<file path="src/rtl/regfile_loader.sv">
// regfile_loader: debug preload engine for the CPU register file.
// Holds the processor in reset, streams (reg, value) words from a host
// through a small FIFO into the register file write port, then releases
// the processor after a programmable number of cycles.
module regfile_loader #(
  parameter int DEPTH          = 4,
  parameter int RELEASE_CYCLES = 2
) (
  input  logic        clock,
  input  logic        reset,
  input  logic        start,
  output logic        busy,
  output logic        done,
  output logic        error,
  output logic [5:0]  load_count,
  input  logic        in_valid,
  output logic        in_ready,
  input  logic [4:0]  in_reg,
  input  logic [31:0] in_data,
  input  logic        in_last,
  input  logic        proc_we,
  input  logic [4:0]  proc_rd,
  input  logic [31:0] proc_data,
  output logic        ctrl_writeEnable,
  output logic [4:0]  ctrl_writeReg,
  output logic [31:0] data_writeReg,
  output logic        cpu_reset
);
  localparam int AW = $clog2(DEPTH);
  localparam int CW = $clog2(RELEASE_CYCLES + 1);

  localparam logic [2:0] S_IDLE  = 3'd0;
  localparam logic [2:0] S_HALT  = 3'd1;
  localparam logic [2:0] S_LOAD  = 3'd2;
  localparam logic [2:0] S_DRAIN = 3'd3;
  localparam logic [2:0] S_REL   = 3'd4;

  typedef struct packed {
    logic [4:0]  rd;
    logic [31:0] data;
  } entry_t;

  logic [2:0]    state, state_nxt;
  entry_t        mem [DEPTH];
  logic [AW:0]   wptr, rptr, occ;
  logic [CW-1:0] rel_cnt;
  logic          full, empty, push, pop, head_wr;
  entry_t        head;

  // Pointers carry one extra wrap bit; occupancy MSB set means exactly DEPTH.
  assign occ      = wptr - rptr;
  assign full     = occ[AW];
  assign empty    = (wptr == rptr);
  assign head     = mem[rptr[AW-1:0]];
  // Registered-state only: a pop in the same cycle never reopens a full FIFO.
  assign in_ready = (state == S_LOAD) && !full;
  assign push     = in_valid && in_ready;
  // Pops use registered occupancy, so a word pushed this cycle waits one edge.
  assign pop      = ((state == S_LOAD) || (state == S_DRAIN)) && !empty;
  assign head_wr  = pop && (head.rd != 5'd0);

  assign busy      = (state != S_IDLE);
  assign done      = (state == S_REL) && (rel_cnt == '0);
  assign cpu_reset = (state == S_HALT) || (state == S_LOAD) || (state == S_DRAIN) ||
                     ((state == S_REL) && (rel_cnt != '0));

  // Next-state selection for the load sequence.
  always_comb begin
    state_nxt = state;
    case (state)
      S_IDLE:  if (start) state_nxt = S_HALT;
      S_HALT:  state_nxt = S_LOAD;
      S_LOAD:  if (push && in_last) state_nxt = S_DRAIN;
      S_DRAIN: if (empty) state_nxt = S_REL;
      S_REL:   if (rel_cnt == '0) state_nxt = S_IDLE;
      default: state_nxt = S_IDLE;
    endcase
  end

  // State, FIFO pointers, status flags and release down-counter.
  always_ff @(posedge clock) begin
    if (reset) begin
      state      <= S_IDLE;
      wptr       <= '0;
      rptr       <= '0;
      rel_cnt    <= '0;
      error      <= 1'b0;
      load_count <= '0;
    end else begin
      state <= state_nxt;
      if ((state == S_IDLE) && start) begin
        wptr       <= '0;
        rptr       <= '0;
        error      <= 1'b0;
        load_count <= '0;
      end else begin
        if (push) wptr <= wptr + 1'b1;
        if (pop) rptr <= rptr + 1'b1;
        if (pop && (head.rd == 5'd0)) error <= 1'b1;
        if (head_wr && (load_count != 6'd63)) load_count <= load_count + 6'd1;
      end
      if ((state == S_DRAIN) && empty) rel_cnt <= CW'(RELEASE_CYCLES);
      else if ((state == S_REL) && (rel_cnt != '0)) rel_cnt <= rel_cnt - 1'b1;
    end
  end

  // FIFO storage; contents need no reset since pointers define validity.
  always_ff @(posedge clock) begin
    if (push) mem[wptr[AW-1:0]] <= entry_t'{rd: in_reg, data: in_data};
  end

  // Write-port mux: processor passthrough in IDLE, FIFO head otherwise.
  always_comb begin
    ctrl_writeEnable = proc_we;
    ctrl_writeReg    = proc_rd;
    data_writeReg    = proc_data;
    if (state != S_IDLE) begin
      ctrl_writeEnable = head_wr;
      ctrl_writeReg    = pop ? head.rd   : 5'd0;
      data_writeReg    = pop ? head.data : 32'd0;
    end
  end
endmodule

</file>
<file path="config.mk">
export PLATFORM = sky130hd
export DESIGN_NAME = regfile_loader
export DESIGN_NICKNAME = d
export VERILOG_FILES = /design/src/rtl/regfile_loader.sv
export SDC_FILE = /design/constraint.sdc
export NUM_CORES = 1
export LEC_CHECK = 0
export ABC_AREA = 1
export BUFFER_PORTS_ARGS = -buffer_cell sky130_fd_sc_hd__buf_2
export CAP_MARGIN = 20
export CORE_MARGIN = 5
export CORE_UTILIZATION = 35
export DETAILED_ROUTE_END_ITERATION = 16
export GPL_TIMING_DRIVEN = 0
export SETUP_SLACK_MARGIN = 0.4
export SYNTH_ARGS = -nofsm -noshare
export SYNTH_HDL_FRONTEND = slang
export SYNTH_SLANG_ARGS = --single-unit
</file>
<file path="constraint.sdc">
create_clock -name clock -period 4 [get_ports clock]
set_clock_uncertainty 0.1 [all_clocks]
set_input_delay 0.4 -clock clock [delete_from_list [all_inputs] [get_ports clock]]
set_output_delay 0.4 -clock clock [all_outputs]
set_load 0.05 [all_outputs]
</file>
==> run summary, run 1 <==
The run finished with clean final reports. In this design, the stage delay of the slowest critical-path cell is 370 ps. Compared with the post-synthesis result, the final layout area differs by 24.8%.

The initialized floorplan defines 52 standard-cell rows. Total grt overflow: 0. For this run, the detailed router's first-pass iteration total came to 6. The portion of the post-synthesis area used by sequential elements is 68.6%, and the total of flip-flops plus latches after synthesis is 168. The run gives 23100 µm² as the total die area. The net count of the finished layout is 816. The run gives 26.3% as the global routing met2 resource utilization. Setup violations remaining at the end of the flow were counted as 0. Summing over every cut layer, the via total after detailed routing is 5000.

The area taken by multi-input logic gates came out at 1950 µm². The slowest stage of the critical path belongs to the cell dfxtp_1. Root buffer cell: clkbuf_16.

After detailed routing, the average wire length per cell comes to 17.9 µm. The worst setup path is of the reg2out kind. The logs give 0.791 for the routability-driven placement congestion ratio and 2510 ps for the arrival time at the worst endpoint. The run gives 4 as the deepest level of the CTS H-tree. For the peak supply drop, the log shows 0.336 mV. For the area taken by flip-flops and latches, the log shows 4840 µm². Counting stages on the worst path, the most repeated cell is buf_2. The initial antenna violation count was 1.

The tools report the initial standard-cell utilization of the core as 35.2%. Setup repair after global routing left no endpoint under its margin. The run gives 0 as the number of max-slew violations in the final report.

The sort of element at the start of the critical path is a flop. From bottom edge to top edge, the die measures 152 µm. The tools report the antenna diode count as 0.

In this run the mean area of a mapped cell was 12.3 µm². Entering global routing, the biggest net connects 24 pins. In this run the most used layer during global routing was met2. After synthesis, the largest area contributor takes up 63.0% of total cell area. Counting tap cells, the placed design contains a total of 978 instances. Synthesis produced 576 cells. The overall fraction of global-route tracks in use was 15.7%.

The power per standard cell area was 650 nW/µm². Library cell with the largest summed area after synthesis: edfxtp_1. The fraction of the cycle the final worst path needs was 75.2%; the source-to-sink clock delay at the later pin of the worst-skew pair was 420 ps. Post-CTS timing repair inserted 0 buffers for setup. The number of buffer and inverter instances along the worst setup path is 4, and the number of warnings printed during yosys synthesis is 0. For the number of antenna-violating nets in the routed design, the log shows 0. Timing would allow up to 0.332 GHz. Wires add up to 18100 µm.

The minimum period implied by the final worst setup slack came out at 3010 ps. Measured against its own limit, the worst slew margin works out to 53.0%. The register clock-pin slew on the reported worst setup and hold paths was 60 ps; the global-route wire length before repair was 28300 µm.

Global routing consumed, on the met1 layer, 20.6% of the routing resources. In this run the horizontal extent of the chip is 152 µm. The number of enable-type register cells in the synthesized netlist came out at 148. Counting the fill cells in the layout gives 1927. For this run, the leading register cell type out of synthesis is edfxtp_1. The final number of hold-violating endpoints is 0. The floorplan step defined a core boundary enclosing 20000 µm². CTS buffer count: 17. The post-synthesis cell type count came out at 33. The tools report the category of the worst setup path capture point as a primary output.

The total negative slack for setup checks is 0 ps, and the number of global-route vias before repair is 5088. The min-delay analysis places its worst path in the category in2reg. Of the cells placed in the final design, the portion with a size suffix greater than 1 is 28.0%.

The average via count per standard cell was 4.95; the number of top-level pins was 129. The slew at the pin closest to its max-slew limit came out at 703 ps. Walking the worst path, the cells encountered are inv_1 -> ha_1 -> nand4_1 -> nand2_2 -> inv_4 -> buf_2 -> a32o_1 -> buf_2. The placed wire-length estimate was 12400 µm; the core utilization of the finished layout was 44.0%. The detailed router finished its first iteration with 280 violations.

For this design, the sink count on the clock tree is 168. Post-CTS repair changed the size of 0 cells. Summed over all cells, the static leakage comes to 3.26 nW. For the non-filler instance count after layout, the log shows 1010. Worst hold margin: 88.0 ps. The longest clock path from root to sink contains 2 buffers. The cell area after synthesis was 7060 µm².

The logs give 0 for the count of max-cap constraint violations and 3500 ps for the critical path required time. The family with the most delay on the worst path is buffers and inverters. The remaining design rule violation count is 0, and the cts-stage hold buffer count is 0. By area the synthesized netlist is led by edfxtp_1 (63%), dfxtp_1 (5.7%), a32o_1 (4.7%). TritonCTS built the clock tree. edfxtp_1 is the most common cell in the netlist. The async set or reset register ratio after synthesis was 0%.

The net count of the mapped netlist is 665. The met3 layer usage reported by global route was 4.55%. Ranked by instance count, the synthesized netlist is headed by edfxtp_1 (148), nor2_1 (82), nand2_1 (48). The number of input and output port buffers inserted is 128, and the maximum fanout along the worst path is 10.
[cell families (layout without fill, tap and decap cells)]
logic type | count (synthesis) | after routing | synth area share [%]
AO/OA/AOI/OAI | 160 | 160 | 14.3
XOR/XNOR | 5 | 5 | 0.621
adder cells (fa/ha/maj) | 9 | 9 | 1.60
buffers and inverters | 63 | 227 | 4.08
flip-flops | 168 | 168 | 68.6
AND/OR/NAND/NOR | 171 | 171 | 10.7
[layer usage]
metal | wire length, µm | part of all wire (%) | vias to the layer above
met3 | 953 | 5.3 | 17
met2 | 8840 | 49 | 131
met5 | 13 | 0.072 | -
met4 | 143 | 0.79 | 2
met1 | 8130 | 45 | 2395
li1 | - | - | 2455
[state kept, by name, indices dropped and copies added, names as in the netlist, named ones only]
register	flops
mem	148
rptr	3
error	1
rel_cnt	2
state	3
load_count	6
wptr	3
[layout make-up]
cell class | instances | area share (%)
timing repair buffer | 132 | 8.35
multi-input combinational | 345 | 22.2
clock buffer | 17 | 4.83
inverter | 28 | 1.22
sequential | 168 | 55.0
buffer | 35 | 2.05
tap | 270 | 3.83
clock inverter | 15 | 2.56
[path summary, 6_finish.rpt]
check                    endpoint  cells after the start                  from  slack (ps)
max reg2reg  mem[3][14]$_DFFE_PP_                     10  wptr[0]$_SDFFE_PP0N_        1340
max              data_writeReg[0]                      8  wptr[0]$_SDFFE_PP0N_         990
min          mem[2][19]$_DFFE_PP_                      1           in_data[19]          90
min reg2reg    error$_SDFFE_PP0P_                      1    error$_SDFFE_PP0P_         360
[placed cells by master, fill, tap and decap left out, types with 14 or more instances in the layout]
cell	n
edfxtp_1	148
buf_2	146
nor2_1	79
nand2_1	48
o21ai_1	42
o21ai_0	36
a32o_1	33
o22ai_1	32
inv_1	22
dfxtp_1	20
clkbuf_16	17
nand3_1	16
a21oi_1	15
clkbuf_1	14
[power by group]
group,switching (mW),internal (mW)
logic,1.40,0.480
clock network,0.679,1.11
registers,0.0396,2.01
total,2.12,3.60
[stage by stage]
stage | power [mW] | area (µm²) | setup slack (ps)
2_1_floorplan | 3.49 | 7060 | 778
3_3_place_gp | 3.96 | 8040 | -661
3_5_place_dp | 3.99 | 8160 | 1290
4_1_cts | 5.79 | 8810 | 948
5_1_grt | 5.99 | 8810 | 864
6_report | 5.72 | 8810 | 990
No activity file was read; power rests on OpenSTA's default activity.
==> run 2: changes to the inputs <==
==> constraint.sdc (replaced) <==
create_clock -name clock -period 3 [get_ports clock]
set_clock_uncertainty 0.1 [all_clocks]
set_input_delay 0.3 -clock clock [delete_from_list [all_inputs] [get_ports clock]]
set_output_delay 0.3 -clock clock [all_outputs]
set_load 0.05 [all_outputs]
==> run 2 against run 1 <==
Effect of this change:
- global-route usage rose by 0.53 points
- sequential power rose by 34%
- clock power grew 21%
- wire length increased by 3.5%
- via count is 4.5% higher
- final cell count is 4.5% higher
- non-clock buffer count is 45 higher
- register-to-register slack got worse by 580 ps
- critical path type unchanged
- critical endpoint is now data_writeReg[31]
- largest power group unchanged
==> run summary, run 2 (synthesis gave the netlist of run 1 again) <==
Die outline width: 152 µm (unchanged). Most common cell after layout, fill and taps aside: edfxtp_1 (unchanged). Met3 layer usage reported by global route: 4.27% (was 4.55%).

The source-to-sink clock delay at the later pin of the worst-skew pair came out at 420 ps (about the same). The power per standard cell area works out to 816 nW/µm² (was 650 nW/µm²). Number of design-rule violations left by the first detailed-router iteration: 346 (was 280).

The setup slack at placement is 339 ps (was 1290 ps). The placement row count is 52 (unchanged). The cell depth of the worst flop-to-flop path is 9 (was 10), and the worst-case headroom to the max-slew limit is 61.7% (was 53.0%). The critical path required time came out at 2600 ps (was 3500 ps). Total of endpoints with negative setup slack in the final report: 0 (unchanged). The minimum period implied by the final worst setup slack was 2510 ps.

The instance count along the most critical hold path was 1 (unchanged); the slew at the pin closest to its max-slew limit was 574 ps (was 703 ps). The remaining design rule violation count is 0 (unchanged), and the number of buffer and inverter instances along the worst setup path is 4 (unchanged). The run gives 20000 µm² (unchanged) as the core box area. The worst-case clock buffer depth is 2 (unchanged), and the average via count per standard cell is 4.95 (about the same). The number of detailed-route iterations in the first pass was 5 (was 6).

Most frequent cells in the layout: edfxtp_1 (148), buf_2 (117), nor2_1 (79), nand2_1 (48), o21ai_1 (42) (was edfxtp_1 (148), buf_2 (146), nor2_1 (79), nand2_1 (48), o21ai_1 (42)). The global-route wire length before repair came out at 29400 µm (was 28300 µm). The non-filler instance count after layout was 1055 (was 1010); the pin count of the biggest net entering global routing was 28 (was 24). The end of the worst hold path is mem[1][27]$_DFFE_PP_ (was mem[2][19]$_DFFE_PP_). The run gives 3.49 nW (was 3.26 nW) as the reported leakage power. The number of top-level pins is 129 (unchanged). TritonCTS built the clock tree.

The antenna diode count was 0 (unchanged); the setup slack after layout was 487 ps (was 990 ps). The family with the most delay on the worst path is buffers and inverters (unchanged). Y dimension of the die: 152 µm (unchanged). The tools report the root buffer cell as clkbuf_16 (unchanged).

The flow ran to the end, and the final reports show no timing, DRC or antenna violations. The run gives 0 ps (unchanged) as the total negative slack for setup checks. The classification of the worst setup path is reg2out (unchanged).

Fraction of the cycle the final worst path needs: 83.8%. The run gives 0 (unchanged) as the number of max-slew violations in the final report. The deepest level of the CTS H-tree was 4 (unchanged); the initial antenna violation count was 0 (was 1). The met1 track utilization from global routing came out at 21.8% (was 20.6%). The sort of element at the start of the critical path was a flop (unchanged). The placed wire-length estimate is 12400 µm (about the same), and the total die area is 23100 µm² (unchanged). Setup repair after global routing could not meet its margin everywhere. Crit path cell chain: inv_2 -> ha_1 -> nand4_1 -> nand2_2 -> inv_4 -> buf_4 -> a32o_1 -> buf_4 (was inv_1 -> ha_1 -> nand4_1 -> nand2_2 -> inv_4 -> buf_2 -> a32o_1 -> buf_2).

The detailed-route wire length per cell came out at 17.7 µm (was 17.9 µm). The total grt overflow was 0 (unchanged); the highest attainable clock frequency was 0.398 GHz. Synthesis-to-layout area growth: 31.9% (was 24.8%).

The number of antenna-violating nets in the routed design was 0 (unchanged); the fraction of layout cells with a size suffix above 1 was 28.8% (was 28.0%). The category of the worst setup path capture point was a primary output (unchanged). The critical path's slowest cell is dfxtp_2 (was dfxtp_1).

The class of the tightest hold or removal check is in2reg (unchanged). The register clock-pin slew on the reported worst setup and hold paths is 70 ps (was 60 ps), and the count of max-cap constraint violations is 0 (unchanged). The flip-flop count of the largest register after layout was 148 (unchanged). The most used routing layer was met2 (unchanged).

The tools report the CTS buffer count as 17 (unchanged). The number of input and output port buffers inserted was 128 (unchanged). The global routing met2 resource utilization came out at 26.6% (was 26.3%). The number of global-route vias before repair came out at 5219 (was 5088). Worst hold path startpoint: in_data[27] (was in_data[19]).

Peak per-stage delay on the critical path: 360 ps (was 370 ps). The run gives 2110 ps (was 2510 ps) as the arrival time at the worst endpoint. The run gives 0.564 mV (was 0.336 mV) as the peak supply drop.

The capture instance of the worst register-to-register path is mem[3][25]$_DFFE_PP_ (was mem[3][14]$_DFFE_PP_). The maximum fanout along the worst path is 10 (unchanged), and the count of placed standard cells including taps is 978 (unchanged). The tools report the launching point of the worst reg2reg path as rptr[1]$_SDFFE_PP0P_ (was wptr[0]$_SDFFE_PP0N_).

The total number of clock tree sinks was 168 (unchanged). The core utilization of the finished layout is 46.5% (was 44.0%), and the worst hold margin is 30.3 ps (was 88.0 ps). For the number of nets at the end of the flow, the log shows 861 (was 816).

The worst reg-to-reg setup slack was 760 ps (was 1340 ps); the final number of hold-violating endpoints was 0 (unchanged). The routability-driven placement congestion ratio is 0.819 (was 0.791), and the initial standard-cell utilization of the core is 35.2% (unchanged). The overall fraction of global-route tracks in use is 16.3% (was 15.7%), and the routed wire length is 18700 µm (was 18100 µm). The most common cell type on the critical path was buf_4 (was buf_2).

The vias after detailed routing is 5226 (was 5000).
==> run 2: timing repair <==
item                                   CTS  global route
resized for setup                       30            25
setup buffers                            4             4
pin swaps                                4             2
setup endpoints to repair              125            86
hold buffers                            36             1
endpoints found under the hold margin  143             4
==> run 2: per-layer routing <==
metal | vias to the layer above | wire length (µm)
met1 | 2548 | 8750
met5 | - | 0
met3 | 6 | 863
met4 | 0 | 95
li1 | 2539 | -
met2 | 133 | 8990
==> run 2: power breakdown <==
part,leakage [nW],total (mW),switching (mW),internal [mW]
sequential,1.50,2.74,0.0520,2.68
combinational,1.72,2.68,1.91,0.771
clock,0.276,2.17,0.868,1.31
==> run 2: worst max-delay path by stage <==
stage	start	end	slack (ps)	cells after the start
3_5_place_dp	wptr[0]$_SDFFE_PP0N_	mem[2][17]$_DFFE_PP_	340	10
6_report	wptr[0]$_SDFFE_PP0N_	data_writeReg[31]	490	8
2_1_floorplan	wptr[0]$_SDFFE_PP0N_	mem[3][0]$_DFFE_PP_	350	9
4_1_cts	flop	data_writeReg[24]	340	8
5_1_grt	rptr[1]$_SDFFE_PP0P_	data_writeReg[31]	400	8
3_3_place_gp	wptr[0]$_SDFFE_PP0N_	mem[3][15]$_DFFE_PP_	-680	9
==> run 2: cell type report <==
class / instances / area, µm²
Buffer: 35 / 245
Clock buffer: 20 / 437
Clock inverter: 12 / 151
Fill cell: 1872 / 10700
Inverter: 28 / 108
Multi-Input combinational cell: 345 / 1960
Sequential cell: 168 / 4850
Tap cell: 270 / 338
Timing Repair Buffer: 177 / 1220
==> run 2: metrics by stage <==
stage	total power, mW	instance area, µm²
3_5_place_dp	5.34	8150
2_1_floorplan	4.65	7070
3_3_place_gp	5.30	8040
6_report	7.59	9310
5_1_grt	7.93	9310
4_1_cts	7.62	9220
